<file path="src/rtl/pooling_unit.sv">
// Streaming mean/max pooling over a window of SIZE signed Q(IL.FL) elements.
// Each beat carries LANES elements, and a window takes SIZE/LANES beats.
// A completed window updates om and raises done for one cycle.
//
// Handshake: a beat is taken on a rising edge when en=1, flush=0 and
// input_ready=1. im is only looked at on such edges. There is no back-pressure.
// Results are presented as om plus a one-cycle done pulse, and om is held until
// the next window completes.
module pooling_unit #(
  parameter int IL    = 4,
  parameter int FL    = 16,
  parameter int SIZE  = 4,
  parameter int LANES = 1
) (
  input  logic                 clk,
  input  logic                 rst_n,
  input  logic                 en,
  input  logic                 mode,
  input  logic                 flush,
  input  logic [IL+FL-1:0]     im [LANES],
  input  logic                 input_ready,
  output logic [IL+FL-1:0]     om,
  output logic                 done,
  output logic                 busy
);

  localparam int W     = IL + FL;
  localparam int BEATS = SIZE / LANES;
  localparam int CW    = (BEATS > 1) ? $clog2(BEATS) : 1;
  localparam int LOG2S = $clog2(SIZE);
  localparam int AW    = W + LOG2S;
  localparam logic [CW-1:0] LAST_CNT = CW'(BEATS - 1);

  typedef enum logic {IDLE, ACCUM} state_t;

  state_t                state_q, state_d;
  logic [CW-1:0]         cnt_q, cnt_d;
  logic signed [AW-1:0]  acc_q, acc_d;
  logic                  mode_q, mode_d;
  logic [W-1:0]          om_d;
  logic                  done_d, busy_d;

  logic signed [AW-1:0]  lane_sum, sum_all;
  logic signed [W-1:0]   lane_max, run_max, max_all;
  logic [W-1:0]          mean_res;
  logic                  first, last, accept, win_mode;

  // In max mode the accumulator holds the sign-extended running maximum.
  assign run_max  = acc_q[W-1:0];
  assign first    = (cnt_q == '0);
  assign last     = (cnt_q == LAST_CNT);
  assign accept   = en && input_ready && !flush;
  assign win_mode = first ? mode : mode_q;

  // Reduce the lanes of the current beat: sign-extended sum and signed max.
  always_comb begin
    lane_sum = '0;
    lane_max = $signed(im[0]);
    for (int i = 0; i < LANES; i++) begin
      lane_sum = lane_sum + $signed({{LOG2S{im[i][W-1]}}, im[i]});
      if ($signed(im[i]) > lane_max) lane_max = $signed(im[i]);
    end
  end

  // Fold this beat into the window. The first beat starts fresh, and the mean shift floors.
  always_comb begin
    sum_all  = first ? lane_sum : acc_q + lane_sum;
    max_all  = (first || (lane_max > run_max)) ? lane_max : run_max;
    mean_res = W'(sum_all >>> LOG2S);
  end

  // Next-state logic: flush aborts the window, and an accepted beat advances or completes it.
  always_comb begin
    state_d = state_q;
    cnt_d   = cnt_q;
    acc_d   = acc_q;
    mode_d  = mode_q;
    om_d    = om;
    done_d  = 1'b0;
    if (flush) begin
      // Flush is not gated by en. A discard request always clears the partial window.
      state_d = IDLE;
      cnt_d   = '0;
      acc_d   = '0;
    end else if (accept) begin
      if (first) mode_d = mode;
      if (last) begin
        om_d    = win_mode ? max_all : mean_res;
        done_d  = 1'b1;
        state_d = IDLE;
        cnt_d   = '0;
        acc_d   = '0;
      end else begin
        state_d = ACCUM;
        cnt_d   = cnt_q + 1'b1;
        acc_d   = win_mode ? $signed({{LOG2S{max_all[W-1]}}, max_all}) : sum_all;
      end
    end
    busy_d = (cnt_d != '0);
  end

  // State and result registers, cleared asynchronously.
  always_ff @(posedge clk or negedge rst_n) begin
    if (!rst_n) begin
      state_q <= IDLE;
      cnt_q   <= '0;
      acc_q   <= '0;
      mode_q  <= 1'b0;
      om      <= '0;
      done    <= 1'b0;
      busy    <= 1'b0;
    end else begin
      state_q <= state_d;
      cnt_q   <= cnt_d;
      acc_q   <= acc_d;
      mode_q  <= mode_d;
      om      <= om_d;
      done    <= done_d;
      busy    <= busy_d;
    end
  end

endmodule

</file>
<file path="config.mk">
export PLATFORM = sky130hd
export DESIGN_NAME = pooling_unit
export DESIGN_NICKNAME = d
export VERILOG_FILES = /design/src/rtl/pooling_unit.sv
export SDC_FILE = /design/constraint.sdc
export NUM_CORES = 1
export LEC_CHECK = 0
export CORE_AREA = 10 10 95 97
export CTS_CLUSTER_DIAMETER = 50
export DETAILED_ROUTE_END_ITERATION = 8
export DIE_AREA = 0 0 105 107
export PLACE_DENSITY_LB_ADDON = 0.05
export SLEW_MARGIN = 10
export SYNTH_ARGS = -nofsm -noshare
export SYNTH_HDL_FRONTEND = slang
export SYNTH_SLANG_ARGS = --single-unit
</file>
<file path="constraint.sdc">
create_clock -name clk -period 5.7 [get_ports clk]
set_clock_uncertainty 0.2 [all_clocks]
set_input_delay 0.57 -clock clk [delete_from_list [all_inputs] [get_ports clk]]
set_output_delay 0.57 -clock clk [all_outputs]
set_load 0.05 [all_outputs]
</file>
==> summary.md <==
| Metric | Value |
|---|---|
| Number of gates resized after cts | `0` |
| Routability cong. | `between 0.9 and 1` |
| Top-count cell post-synth | `nand2_1` |
| Hold Slack | `approximately 0.16 ns` |
| Vias in the first global route | `a little over 4000` |
| CTS HTree Levels | `2` |
| Max_slew headroom | `0.323` |
| Antenna diodes | `0` |
| Required time of the critical path | `about 5.7 ns` |
| Final Cycle Share | `0.744` |
| CP peak stage delay | `0.63 ns` |
| Clock Sinks | `47` |
| Clock Latency Late Sink | `a little over 0.3 ns` |
| Fin nets | `between 600 and 700` |
| Syn. warnings | `0` |
| Worst Path Arrival | `approximately 4.2 ns` |
| Ys async rst share | `1.00` |
| Count of cell types in the netlist | `64` |
| Critical Path Slowest Stage Cell | `ha_1` |
| PwrDens | `roughly 200 nW/um2` |
| Synth area leader | `dfrtp_1` |
| Placed cells | `640` |
| Die span in y | `approximately 110 um` |
| Largest cells by area after synthesis | `dfrtp_1, ha_1, a21oi_1` |
| Max Fclk | `around 240 MHz` |
| Worst path cell trace | `clkdlybuf4s50_1 -> ha_1 -> nand4_2 -> nor4_4 -> o21ai_2 -> and3_4 -> o2111ai_4 -> or2_1 -> o21ai_0 -> a22o_1` |
| Avg Cell Area, Syn | `8.08 um2` |
| Fin crit period | `about 4.2 ns` |
| Remaining Overflow, GRT | `0` |
| Mapped Cells | `513` |
| First-pass GRT wire length | `between 20 and 25 mm` |
| Post-CTS Setup Bufs | `0` |
| Setup TNS | `0 ns` |
| Peak supply drop | `approximately 110 uV` |
| Synth Flop Type | `dfrtp_1` |
| Final Setup Violations | `0` |
| Fin. max-slew vios | `0` |
| Port-buffer cells | `between 40 and 50` |
| FP Rows | `31` |
| Startpoint types | `input port` |
| Layout cell share with drive strength beyond 1 | `0.0548` |
| DR WL/cell | `19.1 um` |
| TritonCTS clock tree | `done` |
| Antenna Nets Post-Route | `0` |
| Iter 0 DRT Violations | `approximately 280` |
| Die Area | `11200 um2` |
| Core Area | `between 7000 and 8000 um2` |
| Via count | `4024` |
| Pleak | `around 2.1 nW` |
| Sequential fraction of the synthesis area | `0.284` |
| DR vias/cell | `6.23` |
| Path type of the worst min-delay path | `input port to async pin` |
| Area share of the largest cell type after synthesis | `0.284` |
| Routed WL | `12.3 mm` |
| Net count after synthesis | `a little under 600` |
| Final Hold Fails | `0` |
| # IOs | `48` |
| Non-Filler Instances | `646` |
| Crit path capture type | `flop` |
| Tot GR Track Use | `0.218` |
| Post-Syn Area | `approximately 4100 um2` |
| Most instantiated cells after synthesis | `nand2_1, a21oi_1, dfrtp_1` |
| Synth Register Bits | `47` |
| Root Buffer | `clkbuf_8` |
| Unrepaired setup endpoints after global routing | `no` |
| Starting Density | `0.580` |
| Critical path class | `input port to flop` |
| Filler instances | `about 660` |
| Post-synth EDFFs | `0` |
| DPL Wire Length | `about 9.0 mm` |
| Initial antenna violation count | `0` |
| Crit path max fanout | `24` |
| Residual DRC | `0` |
| WP buf/inv | `1` |
| Die W | `around 110 um` |
| Status | `finished, final reports clean` |
| Max Cap Violations | `0` |
| Largest net degree at the start of global routing | `48` |
| CTS clk-pin slew, worst paths | `~0.090 ns` |
| Drt first pass iters | `5` |
| Clock tree buffer depth | `2` |
| Area growth syn-to-layout | `14.1%` |
| Least-Margin Pin Slew | `between 1 and 1.5 ns` |
| Post-CTS Hold Fix Bufs | `0` |
| CP delay by family, top | `simple AND/OR/NAND/NOR gates` |
| Cts bufs inserted | `5` |
final timing paths:
check / startpoint / endpoint / slack, ns / cells past startpoint
min in group clk: om[7] / om[7] / 0.28 / 2
max reg2reg: acc_q[19] / acc_q[13] / 2.02 / 10
min: rst_n / om[17] / 0.16 / 2
max: im[19] / acc_q[13] / 1.46 / 10
min reg2reg: om[7] / om[7] / 0.28 / 2
max in group asynchronous: rst_n / acc_q[0] / 4.70 / 2
power by group:
part,total (mW),switching [mW],internal (mW)
clock,0.198,0.116,0.0823
combinational,0.382,0.243,0.139
sequential,0.368,0.0162,0.352
state kept, by name (all words and copies together) (netlist names):
| signal | cells |
|---|---|
| acc_q | 22 |
| busy | 1 |
| cnt_q | 2 |
| done | 1 |
| mode_q | 1 |
| om | 20 |
cell families after synthesis:
kind of cell    share of synthesized area
compound gates                      0.300
simple gates                        0.166
buf+inv                            0.0676
flops                               0.284
fa+ha+maj                           0.135
xor+xnor                           0.0402
mux                               0.00755
stage by stage:
stage	cell area (um2)	power [mW]	setup WS, ns	util
2_1_floorplan	4140	0.634	2.70	-
6_report	4730	0.949	1.46	0.662
5_1_grt	4730	1.00	1.24	0.662
4_1_cts	4730	0.950	1.49	0.662
3_3_place_gp	4650	0.744	1.34	0.652
3_5_place_dp	4650	0.751	1.19	0.652
routing by layer:
layer / share of wire / GRT usage
met1: 0.43 / 0.263
met4: 0.028 / 0.0794
met5: 0 / 0
met3: 0.059 / 0.0353
met2: 0.48 / 0.385
cell type report:
cell class | instances | area, um2 | area share
multi-input combinational | 398 | 2690 | 0.568
inverter | 44 | 165 | 0.0349
tap | 99 | 124 | 0.0262
timing repair buffer | 52 | 503 | 0.106
clock buffer | 6 | 72.6 | 0.0154
sequential | 47 | 1180 | 0.249
cells in the final DEF (no fill, tap or decap), drive strengths merged, types with 3 or more instances in the layout:
cell           count
nor2b              3
a21oi             52
a211oi             5
a221oi             4
a21boi             4
a22o              10
xnor2             17
buf                6
nor4               4
clkdlybuf4s50     46
nand3             10
nand4              5
o21bai             4
nor2              37
ha                43
o31ai             17
nor3               8
dfrtp             47
a31oi              4
clkbuf             6
o21a               6
nand2b             5
a21o               3
o21ai             43
or2                3
o211ai             4
nand2             62
inv               43
o22ai             14
o32ai              4
Note: power is estimated with default switching activity, not from simulation.
